$ cat src/rtl/i2c_slave_responder.sv
// I2C target: ACKs SLAVE_ADDR, streams tx_data on master reads, captures rx_data on master writes.
// Latency: bus edges act 3 clk after the pins (2-flop sync + edge flop); no backpressure, never stretches SCL.
module i2c_slave_responder #(
  parameter logic [6:0] SLAVE_ADDR = 7'h42
) (
  input  logic       clk,
  input  logic       rst,
  input  logic       scl,
  input  logic       sda,
  output logic       sda_oe,
  input  logic [7:0] tx_data,
  output logic       tx_req,
  output logic [7:0] rx_data,
  output logic       rx_valid,
  output logic       busy
);

  typedef enum logic [2:0] {IDLE, ADDR, ADDR_ACK, TX, TX_ACK, RX, RX_ACK} state_t;

  state_t     state, state_nxt;
  logic [2:0] scl_sync, sda_sync;
  logic [2:0] bit_cnt, bit_cnt_nxt, cnt_dec;
  logic [1:0] phase, phase_nxt;
  logic [7:0] shift, shift_nxt, rx_data_nxt;
  logic       rw, rw_nxt;
  logic       sda_oe_nxt, tx_req_nxt, rx_valid_nxt, busy_nxt, load_tx;
  logic       scl_rise, scl_fall, bus_start, bus_stop, sda_in;

  // Index [1] is the synchronized level, [2] the previous one for edge detection.
  assign scl_rise  = scl_sync[1] & ~scl_sync[2];
  assign scl_fall  = ~scl_sync[1] & scl_sync[2];
  assign sda_in    = sda_sync[1];
  assign bus_start = scl_sync[1] & scl_sync[2] & ~sda_sync[1] & sda_sync[2];
  assign bus_stop  = scl_sync[1] & scl_sync[2] & sda_sync[1] & ~sda_sync[2];
  assign cnt_dec   = bit_cnt - 3'd1;

  always_ff @(posedge clk or posedge rst) begin
    if (rst) begin
      scl_sync <= 3'b111;
      sda_sync <= 3'b111;
    end else begin
      scl_sync <= {scl_sync[1:0], scl};
      sda_sync <= {sda_sync[1:0], sda};
    end
  end

  always_ff @(posedge clk or posedge rst) begin
    if (rst) begin
      state    <= IDLE;
      bit_cnt  <= 3'd0;
      phase    <= 2'd0;
      shift    <= 8'h00;
      rw       <= 1'b0;
      sda_oe   <= 1'b0;
      tx_req   <= 1'b0;
      rx_data  <= 8'h00;
      rx_valid <= 1'b0;
      busy     <= 1'b0;
    end else begin
      state    <= state_nxt;
      bit_cnt  <= bit_cnt_nxt;
      phase    <= phase_nxt;
      shift    <= shift_nxt;
      rw       <= rw_nxt;
      sda_oe   <= sda_oe_nxt;
      tx_req   <= tx_req_nxt;
      rx_data  <= rx_data_nxt;
      rx_valid <= rx_valid_nxt;
      busy     <= busy_nxt;
    end
  end

  // phase: in ACK states 0 = wait first fall, 1 = wait 9th rise, 2 = wait final fall.
  always_comb begin
    state_nxt    = state;
    bit_cnt_nxt  = bit_cnt;
    phase_nxt    = phase;
    shift_nxt    = shift;
    rw_nxt       = rw;
    sda_oe_nxt   = sda_oe;
    tx_req_nxt   = 1'b0;
    rx_data_nxt  = rx_data;
    rx_valid_nxt = 1'b0;
    busy_nxt     = busy;
    load_tx      = 1'b0;
    if (bus_start) begin
      state_nxt   = ADDR;
      bit_cnt_nxt = 3'd7;
      phase_nxt   = 2'd0;
      sda_oe_nxt  = 1'b0;
      busy_nxt    = 1'b0;
    end else if (bus_stop) begin
      state_nxt  = IDLE;
      phase_nxt  = 2'd0;
      sda_oe_nxt = 1'b0;
      busy_nxt   = 1'b0;
    end else begin
      case (state)
        IDLE: sda_oe_nxt = 1'b0;
        ADDR: begin
          if (scl_rise) begin
            shift_nxt = {shift[6:0], sda_in};
            if (bit_cnt == 3'd0) begin
              if (shift[6:0] == SLAVE_ADDR) begin
                rw_nxt    = sda_in;
                busy_nxt  = 1'b1;
                phase_nxt = 2'd0;
                state_nxt = ADDR_ACK;
              end else begin
                state_nxt = IDLE;
              end
            end else begin
              bit_cnt_nxt = cnt_dec;
            end
          end
        end
        ADDR_ACK, RX_ACK: begin
          if (phase == 2'd0 && scl_fall) begin
            sda_oe_nxt = 1'b1;
            phase_nxt  = 2'd1;
          end else if (phase == 2'd1 && scl_rise) begin
            phase_nxt = 2'd2;
          end else if (phase == 2'd2 && scl_fall) begin
            if (state == ADDR_ACK && rw) begin
              load_tx = 1'b1;
            end else begin
              sda_oe_nxt  = 1'b0;
              bit_cnt_nxt = 3'd7;
              phase_nxt   = 2'd0;
              state_nxt   = RX;
            end
          end
        end
        TX: begin
          if (scl_rise && bit_cnt == 3'd0) begin
            phase_nxt = 2'd1;
          end else if (scl_fall) begin
            if (phase == 2'd1) begin
              sda_oe_nxt = 1'b0;
              phase_nxt  = 2'd0;
              state_nxt  = TX_ACK;
            end else begin
              bit_cnt_nxt = cnt_dec;
              sda_oe_nxt  = ~shift[cnt_dec];
            end
          end
        end
        TX_ACK: begin
          if (phase == 2'd0 && scl_rise) begin
            if (!sda_in) begin
              phase_nxt = 2'd1;
            end else begin
              busy_nxt   = 1'b0;
              sda_oe_nxt = 1'b0;
              state_nxt  = IDLE;
            end
          end else if (phase == 2'd1 && scl_fall) begin
            load_tx = 1'b1;
          end
        end
        RX: begin
          if (scl_rise) begin
            shift_nxt = {shift[6:0], sda_in};
            if (bit_cnt == 3'd0) begin
              rx_data_nxt  = {shift[6:0], sda_in};
              rx_valid_nxt = 1'b1;
              phase_nxt    = 2'd0;
              state_nxt    = RX_ACK;
            end else begin
              bit_cnt_nxt = cnt_dec;
            end
          end
        end
        default: state_nxt = IDLE;
      endcase
      if (load_tx) begin
        shift_nxt   = tx_data;
        tx_req_nxt  = 1'b1;
        sda_oe_nxt  = ~tx_data[7];
        bit_cnt_nxt = 3'd7;
        phase_nxt   = 2'd0;
        state_nxt   = TX;
      end
    end
  end

endmodule

$ cat config.mk
export PLATFORM = sky130hd
export DESIGN_NAME = i2c_slave_responder
export DESIGN_NICKNAME = d
export VERILOG_FILES = /design/src/rtl/i2c_slave_responder.sv
export SDC_FILE = /design/constraint.sdc
export NUM_CORES = 1
export LEC_CHECK = 0
export ABC_AREA = 0
export CORE_MARGIN = 3
export CORE_UTILIZATION = 56
export CTS_CLUSTER_SIZE = 14
export DETAILED_ROUTE_END_ITERATION = 7
export GPL_ROUTABILITY_DRIVEN = 0
export PLACE_DENSITY = 0.89
export SYNTH_ARGS = -nofsm -noshare
export SYNTH_HDL_FRONTEND = slang
export SYNTH_SLANG_ARGS = --single-unit
$ cat constraint.sdc
create_clock -name clk -period 3.2 [get_ports clk]
set_input_delay 0.32 -clock clk [delete_from_list [all_inputs] [get_ports clk]]
set_output_delay 0.32 -clock clk [all_outputs]
set_load 0.01 [all_outputs]
==> run_summary.xml, run 1 <==
<?xml version="1.0" encoding="UTF-8"?>
<metrics>
  <group name="global_route">
    <metric name="track_usage" unit="">0.245</metric>
    <metric name="pin_count_of_the_biggest_net_entering_global_routing" unit="">36</metric>
    <metric name="grt_first_pass_wirelength" unit="µm">8070</metric>
    <metric name="antenna_found_initial" unit="">0</metric>
    <metric name="grt_overflow_total" unit="">0</metric>
    <metric name="grt_pass1_vias" unit="">1686</metric>
  </group>
  <group name="synthesis">
    <metric name="yosys-top-cells-area" unit="">dfrtp_1, dfstp_2, mux2i_1, mux2_2, nand2_1</metric>
    <metric name="postSynthAreaPerCell" unit="µm²">9.65</metric>
    <metric name="synthesis.nets" unit="">229</metric>
    <metric name="ys_dominant_reg_cell" unit="">dfrtp_1</metric>
    <metric name="cell_accounting_for_the_most_synthesized_area" unit="">dfrtp_1</metric>
    <metric name="synth.lib_cells_used.distinct" unit="">49</metric>
    <metric name="number_of_enable_flip_flop_cells_after_synthesis" unit="">0</metric>
    <metric name="yosysMostFrequentCell" unit="">dfrtp_1</metric>
    <metric name="yosys.area.top_type_share" unit="">0.350</metric>
    <metric name="synth_seq_cells" unit="">35</metric>
    <metric name="fraction_of_synthesis_flops_using_an_asynchronous_set_or_reset_pin" unit="">1.00</metric>
    <metric name="synth.yosys.seq_area_share" unit="">0.426</metric>
    <metric name="synthesis.instances" unit="">215</metric>
    <metric name="synthesis.yosys.warnings" unit="">0</metric>
    <metric name="syn-cell-area" unit="µm²">2080</metric>
    <metric name="synth_commonest_cells" unit="">dfrtp_1, nand2_1, mux2i_1, nor2_1</metric>
  </group>
  <group name="critical_path">
    <metric name="critical_path.reg2reg.endpoint" unit="">shift[1]$_DFFE_PP0P_</metric>
    <metric name="path_class" unit="">register to register</metric>
    <metric name="worstSetupStartpointType" unit="">register</metric>
    <metric name="cp_data_arrival_time" unit="ps">3020</metric>
    <metric name="setup.worst_path.end_class" unit="">register</metric>
    <metric name="worst_r2r_path_depth" unit="">6</metric>
    <metric name="crit_path_start" unit="">state[0]$_DFFE_PP0P_</metric>
    <metric name="critical-path-max-stage-delay" unit="ps">890</metric>
    <metric name="r2r_setup_slack" unit="ps">310</metric>
    <metric name="crit_required" unit="ps">3330</metric>
    <metric name="slowest_stage" unit="">a21oi_1</metric>
    <metric name="cp_cell_sequence" unit="">nand2b_1 &gt; or3_1 &gt; and2_1 &gt; clkinv_4 &gt; a21oi_1 &gt; o21ai_1</metric>
    <metric name="critical_path.reg2reg.startpoint" unit="">state[0]$_DFFE_PP0P_</metric>
    <metric name="worstPathMaxFanout" unit="">16</metric>
  </group>
  <group name="clock_tree">
    <metric name="post_cts_hold_buffer_count" unit="">0</metric>
    <metric name="cts_made_buffers" unit="">5</metric>
    <metric name="post_cts_resize_count" unit="">0</metric>
    <metric name="ctsLongestPathBuffers" unit="">2</metric>
    <metric name="tritoncts" unit="">done</metric>
    <metric name="clockRootBuffer" unit="">clkbuf_8</metric>
    <metric name="htreeDepth" unit="">2</metric>
    <metric name="cts.clk_slew.worst_paths" unit="ps">70</metric>
    <metric name="postCtsSetupBuffers" unit="">0</metric>
    <metric name="clock_latency" unit="ps">290</metric>
    <metric name="clock_sink_count" unit="">35</metric>
  </group>
  <group name="sta">
    <metric name="min_period_over_period" unit="">0.905</metric>
    <metric name="rsz0062_at_grt" unit="">false</metric>
    <metric name="worst-slew-pin-transition" unit="ps">1100</metric>
    <metric name="final_hold_viol_count" unit="">0</metric>
    <metric name="count_of_pins_over_their_slew_limit" unit="">0</metric>
    <metric name="setup_viol_count_final" unit="">0</metric>
    <metric name="post-route-min-period" unit="ps">2890</metric>
    <metric name="relative_slew_slack" unit="">0.270</metric>
    <metric name="timing.setup.tns" unit="ps">0</metric>
    <metric name="fmax" unit="GHz">0.345</metric>
    <metric name="fin_worst_skew" unit="ps">8.08</metric>
  </group>
  <group name="die">
    <metric name="io-pin-count" unit="">24</metric>
    <metric name="fp-row-count" unit="">21</metric>
    <metric name="floorplan.core_area" unit="µm²">3440</metric>
    <metric name="dieWidth" unit="µm">66.9</metric>
    <metric name="start_util" unit="">0.603</metric>
    <metric name="area_of_the_die" unit="µm²">4470</metric>
    <metric name="die_height" unit="µm">66.9</metric>
  </group>
  <group name="route">
    <metric name="drt_drc_violations_left" unit="">0</metric>
    <metric name="detailedRoute.firstPassIterationCount" unit="">6</metric>
    <metric name="detailedRoute.firstIterationViolations" unit="">177</metric>
    <metric name="drt.antenna.violating_nets" unit="">0</metric>
    <metric name="num_vias" unit="">1795</metric>
    <metric name="vias_per_cell" unit="">6.34</metric>
    <metric name="post_drt_wl_per_cell" unit="µm">16.8</metric>
    <metric name="wl" unit="µm">4760</metric>
  </group>
  <group name="pwr">
    <metric name="leakagePower" unit="nW">1.05</metric>
    <metric name="power.density" unit="nW/µm²">520</metric>
    <metric name="max-vdd-ir-drop" unit="mV">0.450</metric>
  </group>
  <group name="layout">
    <metric name="multiInputGateArea" unit="µm²">1090</metric>
    <metric name="final_net_count" unit="">250</metric>
    <metric name="antenna_cells_inserted" unit="">0</metric>
    <metric name="syn2layout_area_growth" unit="%">15.9</metric>
    <metric name="area.sequential" unit="µm²">883</metric>
    <metric name="design_area" unit="µm²">2410</metric>
    <metric name="nFillCells" unit="">255</metric>
    <metric name="drive_gt1_frac" unit="">0.118</metric>
  </group>
  <group name="hold_path">
    <metric name="class_of_the_worst_hold_path" unit="">register to register</metric>
    <metric name="hold-path-endpoint" unit="">scl_sync[1]$_DFF_PP1_</metric>
    <metric name="hold_path_startpoint" unit="">scl_sync[0]$_DFF_PP1_</metric>
    <metric name="hold_depth" unit="">0</metric>
  </group>
  <group name="placement">
    <metric name="cell_area_placed" unit="µm²">2320</metric>
    <metric name="detailed_place_hpwl" unit="µm">3440</metric>
    <metric name="io_buffer_count" unit="">23</metric>
  </group>
  <group name="status">
    <metric name="result_of_the_run" unit="">complete, no violations</metric>
  </group>
  <group name="job">
    <metric name="max_cap_viol_count" unit="">0</metric>
  </group>
</metrics>
-- area by class of cell --
cell class,instances,share of cell area
multi-input cells,159,0.454
well taps,46,0.0239
clock inverters,1,0.00208
flip-flops and latches,35,0.367
repair buffers,26,0.105
clock buffers,7,0.0317
inverters,9,0.0161
-- logic make-up after synthesis --
logic type | synth area share
AOI/OAI and AO/OA | 0.183
and+or+nand+nor | 0.179
muxes | 0.144
adders and majority gates | 0.0121
buffers and inverters | 0.0482
xor gates and xnor gates | 0.00844
DFF | 0.426
-- routing by layer --
metal  global-route usage  routed length [µm]  vias up
li1                     -                   -      822
met1                0.325                1960      857
met2                0.368                2190       98
met3               0.0675                 423       18
met4                0.116                 182        0
met5                    0                   0        -
-- worst max-delay path: cells and delay by family, from the launching register on --
family | cells | cell delay [ps]
AO/OA/AOI/OAI | 2 | 1060
AND/OR/NAND/NOR | 3 | 820
buffers and inverters | 1 | 240
flip-flops | 1 | 610
-- sequential cells by signal, indices dropped and copies added (netlist names) --
name	cells
rx_data	8
sda_oe	1
shift	8
tx_req	1
phase	2
scl_sync	3
rx_valid	1
rw	1
sda_sync	3
state	3
bit_cnt	3
busy	1
-- how the worst max path moves through the flow --
stage | end | slack [ps] | cells past startpoint
floorplan | state[0]$_DFFE_PP0P_ | 840 | 8
detailed placement | shift[0]$_DFFE_PP0P_ | 420 | 6
finish | shift[1]$_DFFE_PP0P_ | 310 | 6
CTS | shift[0]$_DFFE_PP0P_ | 380 | 6
global placement | state[1]$_DFFE_PP0P_ | 540 | 7
global route | shift[5]$_DFFE_PP0P_ | 50 | 6
-- metrics by stage --
step	util	std cells	hold slack [ps]	worst slack (ps)	power [mW]
2_1_floorplan	-	215	324	844	0.846
3_3_place_gp	0.675	275	345	537	0.928
3_5_place_dp	0.675	275	348	416	0.943
4_1_cts	0.699	283	354	380	1.25
5_1_grt	0.699	283	361	45.0	1.33
6_report	0.699	283	349	306	1.25
-- cell usage in the layout (no fill, tap or decap), drive strengths merged, types with 2 or more instances in the layout --
master | netlist | layout
mux4 | 2 | 2
and3 | 2 | 2
o21ai | 22 | 22
nand2 | 20 | 20
a211o | 2 | 2
nand3b | 2 | 2
clkdlybuf4s50 | 0 | 23
nor4b | 2 | 2
clkbuf | 9 | 7
dfstp | 6 | 6
inv | 8 | 8
a21oi | 12 | 12
a32o | 2 | 2
mux2i | 13 | 13
or3b | 2 | 2
o211ai | 2 | 2
nand2b | 3 | 3
xnor2 | 2 | 2
ha | 2 | 2
dfrtp | 29 | 29
a22oi | 2 | 2
nand3 | 6 | 6
nor2 | 13 | 13
and2 | 2 | 2
nor3 | 2 | 2
nor2b | 9 | 9
clkinv | 1 | 2
o21bai | 2 | 2
a31oi | 3 | 3
buf | 3 | 3
o22ai | 4 | 4
nor4bb | 2 | 2
mux2 | 11 | 11
-- report_power, final --
part           total [mW]  internal [mW]  switching (mW)  leakage [nW]
logic               0.314          0.167           0.147         0.578
registers           0.624          0.522           0.102         0.434
clock network       0.312          0.153           0.160        0.0422
total                1.25          0.842           0.408          1.05
(Power assumes the default switching activity.)
==> inputs of run 2 (changes only) <==
CORE_UTILIZATION = 35   (was 56)
DONT_BUFFER_PORTS = 1   (was default)
PLACE_DENSITY = 0.58   (was 0.89)
==> run 2 against run 1 <==
Final area fell by 7.3%. Highest routed layer unchanged. Clock skew rose by 1.4 ps. Routed wire length rose by 0.84%. First-iteration DRC count rose by 14%. Non-clock buffer count fell by 21. Power fell by 0.63%. Fmax rose by 2.9%. Flip-flop and latch count did not move. Core utilization fell by 30 points. Critical endpoint is now state[1]$_DFFE_PP0P_.
==> run_summary.xml, run 2 (same netlist as run 1, synthesis figures left out) <==
<?xml version="1.0" encoding="UTF-8"?>
<metrics>
  <group name="placement">
    <metric name="detailed_place_hpwl" unit="µm">3420</metric>
    <metric name="numPlacedInstances" unit="">280</metric>
    <metric name="io_buffer_count" unit="">0</metric>
    <metric name="cell_area_placed" unit="µm²">2140</metric>
  </group>
  <group name="layout">
    <metric name="largest_registers" unit="">rx_data x8, shift x8</metric>
    <metric name="syn2layout_area_growth" unit="%">7.47</metric>
    <metric name="final_net_count" unit="">229</metric>
    <metric name="antenna_cells_inserted" unit="">0</metric>
    <metric name="final_cell_mix" unit="">dfrtp_1, nand2_1, nor2_1, mux2i_1, o21ai_0</metric>
    <metric name="drive_gt1_frac" unit="">0.148</metric>
    <metric name="design_area" unit="µm²">2230</metric>
    <metric name="layout.cells.non_filler" unit="">288</metric>
    <metric name="layout_commonest_cell" unit="">dfrtp_1</metric>
  </group>
  <group name="status">
    <metric name="result_of_the_run" unit="">complete, no violations</metric>
  </group>
  <group name="route">
    <metric name="detailedRoute.firstIterationViolations" unit="">202</metric>
    <metric name="post_drt_wl_per_cell" unit="µm">16.6</metric>
    <metric name="drt.antenna.violating_nets" unit="">0</metric>
    <metric name="num_vias" unit="">1652</metric>
    <metric name="vias_per_cell" unit="">5.74</metric>
    <metric name="detailedRoute.firstPassIterationCount" unit="">6</metric>
    <metric name="wl" unit="µm">4800</metric>
    <metric name="drt_drc_violations_left" unit="">0</metric>
  </group>
  <group name="die">
    <metric name="start_util" unit="">0.370</metric>
    <metric name="dieWidth" unit="µm">83.0</metric>
    <metric name="die_height" unit="µm">83.0</metric>
    <metric name="fp-row-count" unit="">27</metric>
    <metric name="io-pin-count" unit="">24</metric>
    <metric name="floorplan.core_area" unit="µm²">5610</metric>
    <metric name="area_of_the_die" unit="µm²">6890</metric>
  </group>
  <group name="clock_tree">
    <metric name="post_cts_hold_buffer_count" unit="">0</metric>
    <metric name="clock_latency" unit="ps">290</metric>
    <metric name="tritoncts" unit="">done</metric>
    <metric name="htreeDepth" unit="">2</metric>
    <metric name="cts_made_buffers" unit="">5</metric>
    <metric name="ctsLongestPathBuffers" unit="">2</metric>
    <metric name="cts.clk_slew.worst_paths" unit="ps">80</metric>
    <metric name="clock_sink_count" unit="">35</metric>
    <metric name="clockRootBuffer" unit="">clkbuf_8</metric>
  </group>
  <group name="global_route">
    <metric name="grt_overflow_total" unit="">0</metric>
    <metric name="grt_pass1_vias" unit="">1647</metric>
    <metric name="antenna_found_initial" unit="">0</metric>
    <metric name="grt_first_pass_wirelength" unit="µm">8150</metric>
    <metric name="track_usage" unit="">0.144</metric>
    <metric name="pin_count_of_the_biggest_net_entering_global_routing" unit="">36</metric>
  </group>
  <group name="sta">
    <metric name="rsz0062_at_grt" unit="">false</metric>
    <metric name="worst-slew-pin-transition" unit="ps">629</metric>
    <metric name="fin_worst_skew" unit="ps">9.50</metric>
    <metric name="worst_slack_on_hold_paths" unit="ps">18.7</metric>
    <metric name="timing.setup.tns" unit="ps">0</metric>
    <metric name="relative_slew_slack" unit="">0.580</metric>
    <metric name="setup_viol_count_final" unit="">0</metric>
    <metric name="post-route-min-period" unit="ps">2810</metric>
    <metric name="final_hold_viol_count" unit="">0</metric>
    <metric name="min_period_over_period" unit="">0.879</metric>
    <metric name="fmax" unit="GHz">0.355</metric>
    <metric name="count_of_pins_over_their_slew_limit" unit="">0</metric>
  </group>
  <group name="pwr">
    <metric name="power.switching_fraction" unit="">0.331</metric>
    <metric name="power.density" unit="nW/µm²">557</metric>
    <metric name="share_of_power_burned_in_combinational_logic" unit="">0.244</metric>
    <metric name="report.power.total" unit="mW">1.24</metric>
    <metric name="leakagePower" unit="nW">0.980</metric>
    <metric name="sequentialPowerShare" unit="">0.501</metric>
    <metric name="max-vdd-ir-drop" unit="mV">0.381</metric>
    <metric name="p_int" unit="mW">0.831</metric>
    <metric name="power_frac_clock" unit="">0.255</metric>
    <metric name="switching_power" unit="mW">0.411</metric>
  </group>
  <group name="critical_path">
    <metric name="cell_type_group_with_the_largest_total_delay_on_the_critical_path" unit="">simple AND/OR/NAND/NOR gates</metric>
    <metric name="setup.worst_path.end_class" unit="">register</metric>
    <metric name="worstPathMaxFanout" unit="">16</metric>
    <metric name="critical-path-max-stage-delay" unit="ps">670</metric>
    <metric name="critical_path_buf_inv_count" unit="">1</metric>
    <metric name="path_class" unit="">register to register</metric>
    <metric name="cp_cell_sequence" unit="">or3b_1 &gt; or3_1 &gt; and2_1 &gt; clkinv_4 &gt; o22ai_4 &gt; a211o_1 &gt; mux2_1</metric>
    <metric name="cp_data_arrival_time" unit="ps">2980</metric>
    <metric name="worstSetupStartpointType" unit="">register</metric>
    <metric name="slowest_stage" unit="">dfstp_2</metric>
    <metric name="crit_required" unit="ps">3360</metric>
  </group>
  <group name="hold_path">
    <metric name="class_of_the_worst_hold_path" unit="">input port to asynchronous set/reset pin</metric>
  </group>
  <group name="job">
    <metric name="max_cap_viol_count" unit="">0</metric>
  </group>
</metrics>
## run 2: worst paths after layout
kind	start	end	slack (ps)	cells past startpoint
setup / recovery	scl_sync[2]$_DFF_PP1_	state[1]$_DFFE_PP0P_	390	7
hold / removal	rst	phase[0]$_DFFE_PP0P_	20	2
setup reg to reg	scl_sync[2]$_DFF_PP1_	state[1]$_DFFE_PP0P_	390	7
hold reg to reg	scl_sync[0]$_DFF_PP1_	scl_sync[1]$_DFF_PP1_	360	0
max in group asynchronous	rst	scl_sync[0]$_DFF_PP1_	2840	2
min in group clk	scl	scl_sync[0]$_DFF_PP1_	30	0
## run 2: metal layers
| metal | track usage | up-vias | share of wire |
|---|---|---|---|
| met5 | 0 | - | 0 |
| met4 | 0.0371 | 0 | 0.016 |
| met3 | 0.0466 | 12 | 0.080 |
| met2 | 0.230 | 77 | 0.45 |
| met1 | 0.189 | 782 | 0.45 |
| li1 | - | 781 | - |
## run 2: timing repair
action                                  in CTS  in global routing
gates resized for setup                      0                  1
endpoints found under the hold margin        0                  0
endpoints found under the setup margin       0                  1
buffers inserted                             0                  0
## run 2: power by group through the flow
| stage | Sequential [mW] | Clock [mW] | Combinational [mW] |
|---|---|---|---|
| floorplan | 0.589 | 0 | 0.256 |
| global placement | 0.629 | 0 | 0.300 |
| detailed placement | 0.628 | 0 | 0.305 |
| CTS | 0.620 | 0.327 | 0.306 |
| global route | 0.636 | 0.347 | 0.344 |
| finish | 0.622 | 0.317 | 0.303 |
## run 2: final cells by class
type | count | area [µm²]
flip-flops and latches | 35 | 883
repair buffers | 5 | 37.5
clock inverters | 2 | 12.5
multi-input cells | 159 | 1100
fillers | 553 | 3380
inverters | 9 | 38.8
well taps | 72 | 90.1
clock buffers | 6 | 72.6
## run 2: per-stage QoR
stage	setup WS, ps	utilization
finish	386	0.398
global route	294	0.398
CTS	344	0.397
detailed placement	377	0.382
global placement	491	0.382
floorplan	844	-
## run 2: worst reg2reg max path, stage by stage (launching register included)
cell and delay [ps]:
dfstp_2 670, or3b_1 430, or3_1 390, and2_1 320, clkinv_4 200, o22ai_4 100
a211o_1 270, mux2_1 320
